`src/rtl/fp_square_iter_ctrl_if.sv`:
```
// rtl/fp_square_iter_ctrl_if.sv - job handshake and result bus for the iterated FP squarer
interface fp_square_iter_ctrl_if #(
  parameter int inst_sig_width = 23,
  parameter int inst_exp_width = 8,
  parameter int CNT_WIDTH      = 4
);
  localparam int W = inst_sig_width + inst_exp_width;

  logic                 start;
  logic [W+3:0]         g_input;
  logic [W+3:0]         e_input;
  logic [CNT_WIDTH-1:0] k;
  logic                 busy;
  logic                 done;
  logic [W:0]           o;
  logic [7:0]           status;

  modport master (
    output start, g_input, e_input, k,
    input  busy, done, o, status
  );

  modport slave (
    input  start, g_input, e_input, k,
    output busy, done, o, status
  );
endinterface

```
`src/rtl/fp_square_iter_ctrl.sv`:
```
// rtl/fp_square_iter_ctrl.sv - computes a^(2^k) by iterating one FP squaring datapath, data-independent latency
module fp_square_dp #(
  parameter int inst_sig_width       = 23,
  parameter int inst_exp_width       = 8,
  parameter int inst_ieee_compliance = 0
) (
  input  logic [inst_sig_width+inst_exp_width:0] a,
  input  logic [2:0]                             rnd,
  output logic [inst_sig_width+inst_exp_width:0] z,
  output logic [7:0]                             status
);
  localparam int SW = inst_sig_width;
  localparam int EW = inst_exp_width;
  localparam int M  = SW + 1;
  localparam int XW = EW + 3;
  localparam logic [EW-1:0] EMAX = {EW{1'b1}};
  localparam logic [XW-1:0] BIAS = XW'((1 << (EW - 1)) - 1);
  localparam logic signed [XW-1:0] EMAX_S = XW'(EMAX);

  logic [EW-1:0]          ea;
  logic [SW-1:0]          fa;
  logic [2*M-1:0]         prod;
  logic                   hi;
  logic [SW-1:0]          mant;
  logic                   guard;
  logic                   sticky;
  logic                   inc;
  logic [SW:0]            rounded;
  logic signed [XW-1:0]   e_r;
  logic signed [XW-1:0]   e_f;

  assign ea   = a[SW+EW-1:SW];
  assign fa   = a[SW-1:0];
  assign prod = {1'b1, fa} * {1'b1, fa};
  assign hi   = prod[2*M-1];

  // Product of two [1,2) mantissas lies in [1,4): renormalise by one bit when >= 2.
  always_comb begin
    mant   = hi ? prod[2*M-2 -: SW] : prod[2*M-3 -: SW];
    guard  = hi ? prod[M-1] : prod[M-2];
    sticky = hi ? (|prod[M-2:0]) : (|prod[M-3:0]);
    e_r    = XW'({ea, 1'b0}) - BIAS + XW'(hi);
    case (rnd)
      3'd0:    inc = guard & (sticky | mant[0]);
      3'd2:    inc = guard | sticky;
      3'd4:    inc = guard;
      3'd5:    inc = guard | sticky;
      default: inc = 1'b0;
    endcase
    rounded = {1'b0, mant} + (SW+1)'(inc);
    e_f     = e_r + XW'(rounded[SW]);
  end

  // Denormal inputs are flushed to zero; NaN propagates only in IEEE mode.
  always_comb begin
    z      = '0;
    status = 8'h00;
    if (ea == EMAX && fa != '0) begin
      if (inst_ieee_compliance != 0) begin
        z      = {1'b0, EMAX, 1'b1, {(SW-1){1'b0}}};
        status = 8'h04;
      end else begin
        z      = {1'b0, EMAX, {SW{1'b0}}};
        status = 8'h02;
      end
    end else if (ea == EMAX) begin
      z      = {1'b0, EMAX, {SW{1'b0}}};
      status = 8'h02;
    end else if (ea == '0) begin
      z      = '0;
      status = 8'h01;
    end else if (e_f >= EMAX_S) begin
      if (rnd == 3'd1 || rnd == 3'd3) begin
        z      = {1'b0, EMAX - 1'b1, {SW{1'b1}}};
        status = 8'h30;
      end else begin
        z      = {1'b0, EMAX, {SW{1'b0}}};
        status = 8'h32;
      end
    end else if (e_f <= 0) begin
      z      = '0;
      status = 8'h29;
    end else begin
      z         = {1'b0, e_f[EW-1:0], rounded[SW-1:0]};
      status[5] = guard | sticky;
    end
  end
endmodule

module fp_square_iter_ctrl #(
  parameter int inst_sig_width       = 23,
  parameter int inst_exp_width       = 8,
  parameter int inst_ieee_compliance = 0,
  parameter int CNT_WIDTH            = 4
) (
  input logic clk,
  input logic rst,
  fp_square_iter_ctrl_if.slave bus
);
  localparam int W = inst_sig_width + inst_exp_width;

  typedef enum logic [1:0] {IDLE, RUN, DONE} state_t;

  state_t               state, state_nxt;
  logic [W:0]           acc, acc_nxt;
  logic [2:0]           rnd_q, rnd_nxt;
  logic [CNT_WIDTH-1:0] cnt, cnt_nxt;
  logic [7:0]           stat_q, stat_nxt;
  logic [W:0]           o_q;
  logic [7:0]           status_q;
  logic [W:0]           z_dp;
  logic [7:0]           status_dp;

  fp_square_dp #(
    .inst_sig_width      (inst_sig_width),
    .inst_exp_width      (inst_exp_width),
    .inst_ieee_compliance(inst_ieee_compliance)
  ) u_dp (
    .a     (acc),
    .rnd   (rnd_q),
    .z     (z_dp),
    .status(status_dp)
  );

  always_comb begin
    state_nxt = state;
    acc_nxt   = acc;
    rnd_nxt   = rnd_q;
    cnt_nxt   = cnt;
    stat_nxt  = stat_q;
    case (state)
      IDLE: begin
        if (bus.start) begin
          acc_nxt  = bus.g_input[W:0] ^ bus.e_input[W:0];
          rnd_nxt  = bus.g_input[W+3:W+1] ^ bus.e_input[W+3:W+1];
          stat_nxt = 8'h00;
          if (bus.k == '0) begin
            state_nxt = DONE;
          end else begin
            cnt_nxt   = bus.k;
            state_nxt = RUN;
          end
        end
      end
      RUN: begin
        acc_nxt  = z_dp;
        stat_nxt = stat_q | status_dp;
        cnt_nxt  = cnt - 1'b1;
        if (cnt == CNT_WIDTH'(1)) begin
          state_nxt = DONE;
        end
      end
      DONE: begin
        state_nxt = IDLE;
      end
      default: begin
        state_nxt = IDLE;
      end
    endcase
  end

  always_ff @(posedge clk) begin
    if (rst) begin
      state    <= IDLE;
      acc      <= '0;
      rnd_q    <= 3'd0;
      cnt      <= '0;
      stat_q   <= 8'h00;
      o_q      <= '0;
      status_q <= 8'h00;
    end else begin
      state  <= state_nxt;
      acc    <= acc_nxt;
      rnd_q  <= rnd_nxt;
      cnt    <= cnt_nxt;
      stat_q <= stat_nxt;
      // Result registers capture the value acc/stat_q take as DONE is entered.
      if (state_nxt == DONE && state != DONE) begin
        o_q      <= acc_nxt;
        status_q <= stat_nxt;
      end
    end
  end

  assign bus.busy   = (state == RUN);
  assign bus.done   = (state == DONE);
  assign bus.o      = o_q;
  assign bus.status = status_q;
endmodule
```
`src/flat_wrapper.sv`:
```
// flat-port wrapper written by rule: the top's interface ports become plain ports
module fp_square_iter_ctrl_flat 
#(
  parameter int inst_sig_width       = 23,
  parameter int inst_exp_width       = 8,
  parameter int inst_ieee_compliance = 0,
  parameter int CNT_WIDTH            = 4
)
  (clk, rst, bus_start, bus_g_input, bus_e_input, bus_k, bus_busy, bus_done, bus_o, bus_status);
  fp_square_iter_ctrl_if #(.inst_sig_width(inst_sig_width), .inst_exp_width(inst_exp_width), .CNT_WIDTH(CNT_WIDTH)) bus_i ();
  input logic clk;
  input logic rst;
  input wire logic [$bits(bus_i.start)-1:0] bus_start;
  input wire logic [$bits(bus_i.g_input)-1:0] bus_g_input;
  input wire logic [$bits(bus_i.e_input)-1:0] bus_e_input;
  input wire logic [$bits(bus_i.k)-1:0] bus_k;
  output wire logic [$bits(bus_i.busy)-1:0] bus_busy;
  output wire logic [$bits(bus_i.done)-1:0] bus_done;
  output wire logic [$bits(bus_i.o)-1:0] bus_o;
  output wire logic [$bits(bus_i.status)-1:0] bus_status;
  assign bus_i.start = bus_start;
  assign bus_i.g_input = bus_g_input;
  assign bus_i.e_input = bus_e_input;
  assign bus_i.k = bus_k;
  assign bus_busy = bus_i.busy;
  assign bus_done = bus_i.done;
  assign bus_o = bus_i.o;
  assign bus_status = bus_i.status;
  fp_square_iter_ctrl #(.inst_sig_width(inst_sig_width), .inst_exp_width(inst_exp_width), .inst_ieee_compliance(inst_ieee_compliance), .CNT_WIDTH(CNT_WIDTH)) u_core (.clk(clk), .rst(rst), .bus(bus_i));
endmodule
```
`config.mk`:
```
export PLATFORM = sky130hd
export DESIGN_NAME = fp_square_iter_ctrl_flat
export DESIGN_NICKNAME = d
export VERILOG_FILES = /design/src/rtl/fp_square_iter_ctrl_if.sv /design/src/rtl/fp_square_iter_ctrl.sv /design/src/flat_wrapper.sv
export SDC_FILE = /design/constraint.sdc
export NUM_CORES = 1
export LEC_CHECK = 0
export CAP_MARGIN = 20
export CORE_ASPECT_RATIO = 1.75
export CORE_UTILIZATION = 45
export DETAILED_ROUTE_END_ITERATION = 10
export PLACE_DENSITY_LB_ADDON = 0.3
export SLEW_MARGIN = 20
export SYNTH_ARGS = -nofsm -noshare
export SYNTH_HDL_FRONTEND = slang
export SYNTH_SLANG_ARGS = --single-unit
```
`constraint.sdc`:
```
create_clock -name clk -period 12.07 [get_ports clk]
set_input_delay 3.621 -clock clk [delete_from_list [all_inputs] [get_ports clk]]
set_output_delay 3.621 -clock clk [all_outputs]
set_load 0.03 [all_outputs]
```
== Word level (Yosys, flattened, before mapping) ==
Index checks and enable logic that the tools add are counted.

* ROM bits: 0
* Register bits after elaboration: 89
* Output and inout port bits: 42
* RAM bits: 0
* Memories kept: 0
* Latch bits: 0

* Muxes and demuxes: 28
* Magnitude comparators: 2
* Shift-type cells: 0
* Div/mod/pow operators: 0
* Multiply operators: 1
* Add/sub/neg operators: 5
* Eq/ne operators: 13
* Bitwise operators: 6
* Reduce and logical (&&, ||, !) cells: 14

{| class="wikitable"
|+ Operators with widths
! kind !! count
|-
| 2-to-1 mux 32 bit || 5
|-
| case mux 32 bit (2 select lines) || 1
|-
| multiplier 24 x 24 -> 48 bit || 1
|-
| 2-to-1 mux 8 bit || 5
|-
| XOR 32 bit || 1
|-
| 2-to-1 mux 31 bit || 1
|-
| adder 23 x 1 -> 24 bit || 1
|-
| 2-to-1 mux 24 bit || 1
|-
| 2-to-1 mux 23 bit || 1
|-
| nonzero test 23 bit || 1
|-
| OR reduction 23 bit || 1
|-
| OR reduction 22 bit || 1
|-
| case mux 8 bit (2 select lines) || 1
|-
| 2-to-1 mux 4 bit || 3
|-
| adder 10 x 2 -> 11 bit || 1
|-
| adder 11 x 1 -> 11 bit || 1
|-
| >= comparator 11 x 9 -> 1 bit (second input constant) || 1
|-
| less-or-equal comparator 11 x 1 -> 1 bit (second input constant) || 1
|-
| subtractor 9 x 7 -> 10 bit (second input constant) || 1
|-
| equality test 8 bit (second input constant) || 1
|-
| logical NOT 8 bit || 1
|-
| 2-to-1 mux 2 bit || 4
|-
| OR 8 bit || 1
|-
| case mux 4 bit (2 select lines) || 1
|-
| 23 further kinds || 32
|}

== Logic depth before layout (Yosys ltp) ==
Gate-level depths: netlist (run 1).

* Depth in word-level cells: 16
* Gate-level depth with buffers: 55
* Gate-level depth less buffers: 51

== Hierarchy ==
From an unflattened synthesis (run 1), not the netlist that was laid out.

* Cell total of the unflattened synthesis: 2672
* Area, all modules: 22519.1 sq um

{| class="wikitable"
|+ Modules (own cells, without submodules)
! module !! cells each !! sequential area each (sq um) !! times used !! area each (sq um)
|-
| fp_square_dp || 2241 || 0.0 || 1 || 18738.0
|-
| fp_square_iter_ctrl || 431 || 1781.7 || 1 || 3781.1
|}

== Worst setup path before layout (run 1) ==
Ideal clock, no wire load.

* Path type: register to register
* Start point: register u_core.acc[2]
* End point: register u_core.acc[28]
* Buffers on the path: 6
* Arrival time: 11.257 ns
* Period minus slack after synthesis: 11.372 ns
* Library setup time: 0.115 ns
* Stages on the path, launching flop included: 54
* Path slack: 0.698 ns
* Data required time: 11.955 ns
* Cells stage by stage: dfxtp_1 clkbuf_1 clkbuf_1 nand2_1 fa_1 inv_1 fa_1 inv_1 fa_1 inv_1 fa_1 inv_1 fa_1 inv_1 fa_1 inv_1 fa_1 inv_1 (+18 left out) and4_4 o2111ai_4 nand4b_1 or2_2 ha_1 inv_1 ha_1 nand3b_1 or3_1 o21ai_0 o211ai_1 o41ai_2 nand2b_1 a21oi_1 o21ai_0 o21ai_0 mux2_2 and2_1

* Cells in the longest elaborated chain, start to end: 15
* Elaborated cells between the ends (all ways): 23
* Classes of those cells: 3 x add/sub; 1 x mul; 2 x order compare; 10 x mux; 3 x bitwise; 4 x reduce/logical

{| class="wikitable"
|+ RTL lines
! what !! line !! source
|-
| from (decl) || fp_square_iter_ctrl.sv:105 || <nowiki>logic [W:0] acc, acc_nxt;</nowiki>
|-
| from (signal assigned) || fp_square_iter_ctrl.sv:173 || <nowiki>acc <= acc_nxt;</nowiki>
|-
| multiplier 24 x 24 -> 48 bit || fp_square_iter_ctrl.sv:34 || <nowiki>assign prod = {1'b1, fa} * {1'b1, fa};</nowiki>
|-
| OR reduction 23 bit or OR reduction 22 bit (tied branches) || fp_square_iter_ctrl.sv:41 || <nowiki>sticky = hi ? (|prod[M-2:0]) : (|prod[M-3:0]);</nowiki>
|-
| 2-to-1 mux 1 bit || fp_square_iter_ctrl.sv:41 ||
|-
| OR 1 bit || fp_square_iter_ctrl.sv:44 || <nowiki>3'd0: inc = guard & (sticky | mant[0]);</nowiki>
|-
| AND 1 bit || fp_square_iter_ctrl.sv:44 ||
|-
| case mux 1 bit (3 select lines) || fp_square_iter_ctrl.sv:43 || <nowiki>case (rnd)</nowiki>
|-
| adder 23 x 1 -> 24 bit || fp_square_iter_ctrl.sv:50 || <nowiki>rounded = {1'b0, mant} + (SW+1)'(inc);</nowiki>
|-
| adder 11 x 1 -> 11 bit || fp_square_iter_ctrl.sv:51 || <nowiki>e_f = e_r + XW'(rounded[SW]);</nowiki>
|-
| less-or-equal comparator 11 x 1 -> 1 bit || fp_square_iter_ctrl.sv:80 || <nowiki>end else if (e_f <= 0) begin</nowiki>
|-
| 2-to-1 mux 31 bit || fp_square_iter_ctrl.sv:80 ||
|-
| 2-to-1 mux 32 bit || fp_square_iter_ctrl.sv:72 || <nowiki>end else if (e_f >= EMAX_S) begin</nowiki>
|-
| 2-to-1 mux 32 bit || fp_square_iter_ctrl.sv:69 || <nowiki>end else if (ea == '0) begin</nowiki>
|-
| 2-to-1 mux 32 bit || fp_square_iter_ctrl.sv:66 || <nowiki>end else if (ea == EMAX) begin</nowiki>
|-
| 2-to-1 mux 32 bit (*) || fp_square_iter_ctrl.sv:58 || <nowiki>if (ea == EMAX && fa != '0) begin</nowiki>
|-
| case mux 32 bit (2 select lines) (*) || fp_square_iter_ctrl.sv:131 || <nowiki>case (state)</nowiki>
|}

Every way passes the cells marked *; elsewhere a longest branch is shown, timed or not.
A chain may end at the register's enable or synchronous reset.

== Worst setup path after layout (run 1) ==
* Start point: register u_core.acc[11]
* End point: register u_core.acc[22]

Same word-level chain as after synthesis.

==> flow_summary_export.csv, run 1 <==
group,metric,value,unit
grt,grt_start_max_net_pins,44,
floorplanning,start_util,45.7,%
timing,tightest_slew,1.09,ns
clocking,clk_pin_slew,0.08,ns
power_and_ir_drop,p_leak,12.6,nW
grt,overflow,0,
timing,slew_violations,0,
floorplanning,row_count,108,
logic_synthesis,yosys_most_used_dff,"dfxtp_1",
floorplanning,io_pins,119,
logic_synthesis,synth_enable_flop_cells,0,
final_layout,final_nets,3474,
logic_synthesis,yosysUniqueCellTypes,105,
logic_synthesis,ys_async_sr_fraction,0,%
drt,drtPass1Iterations,7,
timing,period_needed,11.58,ns
critical_path,cp.arrival,11.85,ns
critical_path,cp-end-kind,"register",
run,cap_violations,0,
place,port_buffers,118,
timing,setup_viol,0,
run_status,status,"complete, no violations",
place,place_congestion,1.01,
critical_path,cp.required,12.34,ns
drt,ant_nets,0,
grt,grt_pass1_wl,115000,µm
floorplanning,dieArea,51300,µm²
clocking,cts_tree,"done",
drt,totalWireLength,74000,µm
logic_synthesis,syn_nets,3344,
logic_synthesis,synth_area,22700,µm²
timing,relSlewSlack,27.1,%
place,dp_hpwl,61400,µm
final_layout,mostFrequentLayoutCell,"inv_1",
logic_synthesis,synth-seq-cells,89,
floorplanning,die_w,172,µm
clocking,numCtsBuffers,9,
critical_path,critical_path.max_fanout,11,
timing,hold_ws,0.457,ns
critical_path,worst_path_max_delay_cell,"fa_1",
timing,skew,0.0122,ns
place,place_ws,-0.345,ns
final_layout,stdcell_count,3443,
clocking,clock-sinks,89,
drt,drtIter0Drc,1041,
drt,drc,0,
logic_synthesis,ys_seq_area_share,7.86,%
power_and_ir_drop,power.density,181,nW/µm²
clocking,cts_buffer_depth,2,
clocking,clock_latency,0.38,ns
logic_synthesis,netlist_instances,2648,
power_and_ir_drop,finalPower,4.65,mW
logic_synthesis,yosys_warnings,0,
clocking,cts_root_buf,"clkbuf_16",
floorplanning,die_y,299,µm
grt,grt_util_all_layers,30.0,%
critical_path,start_kind,"register",
place,post_dp_cell_area,25000,µm²
timing,fmax,86.3,MHz
grt,grt_antenna_before_repair,0,
critical_path,critPathKind,"reg2reg",
power_and_ir_drop,max-vdd-ir-drop,0.125,mV
timing,hold_viol,0,
final_layout,antenna_cells,0,
drt,via_count,19090,
place,place_inst,3409,
floorplanning,core,49600,µm²
final_layout,final_cell_mix,"inv_1, fa_1, nand2_1",
clocking,h-tree-depth,3,
drt,drt-vias-per-instance,5.54,
critical_path,slowest_delay,0.55,ns
final_layout,drive_gt1_share,9.02,%
final_layout,area_growth,13.3,%
timing,setup_ws,0.487,ns
min_path,hold_path_class,"reg2reg",
critical_path,crit_top_cell,"inv_1",
drt,routedWlPerCell,21.5,µm
final_layout,final_cell_area,25700,µm²
grt,grt_pass1_vias,21082,
logic_synthesis,syn_avg_cell_area,8.56,µm²
timing,period_share,96.0,%
-- stage by stage --
step	utilization, %	TNS [ns]
2_1_floorplan	-	0
3_3_place_gp	50.3	-0.0400
3_5_place_dp	50.3	-0.678
4_1_cts	51.1	0
5_1_grt	51.7	-0.105
6_report	51.7	0
-- report_power, final --
part	switching, mW	internal, mW
Sequential	0.0321	0.323
Combinational	2.50	1.49
Clock	0.156	0.148
-- worst max-delay path, delay by kind of cell, from the launching register on --
family	cells	cell delay (ns)
adder cells (fa/ha/maj)	11	4.37
AND/OR/NAND/NOR	15	3.11
AO/OA/AOI/OAI	11	2.06
buffers and inverters	12	1.36
flip-flops	1	0.39
XOR/XNOR	1	0.18
-- final timing paths --
kind	from	to	slack (ns)	cells past startpoint
worst min-delay path	u_core.bus.o[30]$_SDFFE_PP0P_	u_core.bus.o[30]$_SDFFE_PP0P_	0.46	2
worst max register to register	u_core.acc[11]$_SDFF_PP0_	u_core.acc[22]$_SDFF_PP0_	0.49	50
worst min register to register	u_core.bus.o[30]$_SDFFE_PP0P_	u_core.bus.o[30]$_SDFFE_PP0P_	0.46	2
worst max-delay path	u_core.acc[11]$_SDFF_PP0_	u_core.acc[22]$_SDFF_PP0_	0.49	50
-- what timing repair did --
item,CTS,global route
cloned,0,2
gates resized for setup,12,63
setup endpoints to repair,15,66
pin swaps,2,8
setup buffers,6,10
hold buffers,0,0
-- metal layers --
layer / global-route usage, % / up-vias / wire (µm)
met5: 0 / - / 0
met1: 31.0 / 9551 / 24500
met4: 18.3 / 0 / 5540
met2: 56.5 / 728 / 40500
li1: - / 8547 / -
met3: 3.44 / 264 / 3370
-- synth_stat cells, types with 16 or more instances --
master | n | area [µm²]
xnor2_1 | 61 | 534
fa_1 | 425 | 8510
nand4_1 | 18 | 113
a211oi_1 | 34 | 255
o21ai_0 | 76 | 380
a21o_1 | 21 | 158
xor2_1 | 47 | 412
nand2_1 | 271 | 1020
and3_1 | 19 | 119
ha_1 | 194 | 2430
buf_2 | 21 | 105
a31oi_1 | 16 | 100
clkbuf_1 | 76 | 285
a21oi_1 | 100 | 500
nand3_1 | 23 | 115
inv_1 | 603 | 2260
and2_1 | 58 | 363
nor3_1 | 27 | 135
nor2_1 | 197 | 739
dfxtp_1 | 89 | 1780
-- cell type report --
cell class                      instances  area [µm²]
Clock buffer                            9         225
Sequential cell                        89        1790
Inverter                              616        2330
Fill cell                            4714       23900
Clock inverter                          7        86.3
Timing Repair Buffer                  235        2200
Multi-Input combinational cell       1827       18200
Tap cell                              660         826
-- logic make-up after synthesis --
| kind of cell | share of synthesized area [%] |
|---|---|
| AOI/OAI and AO/OA | 12.3 |
| xor gates and xnor gates | 4.18 |
| adders and majority gates | 48.3 |
| buffers and inverters | 12.6 |
| DFF | 7.86 |
| muxes | 0.508 |
| and+or+nand+nor | 14.2 |
-- registers in the layout, indices dropped and copies added (netlist names) --
| register | count |
|---|---|
| u_core.acc | 32 |
| u_core.cnt | 4 |
| u_core.state | 2 |
| u_core.stat_q | 8 |
| u_core.bus.o | 32 |
| u_core.bus.status | 8 |
| u_core.rnd_q | 3 |
No activity file was read; power rests on OpenSTA's default activity.
==> run 2, diff against run 1 <==
--- a/config.mk
+++ b/config.mk
@@ -5,6 +5,7 @@
 export SDC_FILE = /design/constraint.sdc
 export NUM_CORES = 1
 export LEC_CHECK = 0
+export ABC_CLOCK_PERIOD_IN_PS = 12070
 export CAP_MARGIN = 20
 export CORE_ASPECT_RATIO = 1.75
 export CORE_UTILIZATION = 45
==> results of run 2 <==
No change in the layout: final DEF, timing and power equal those of run 1.
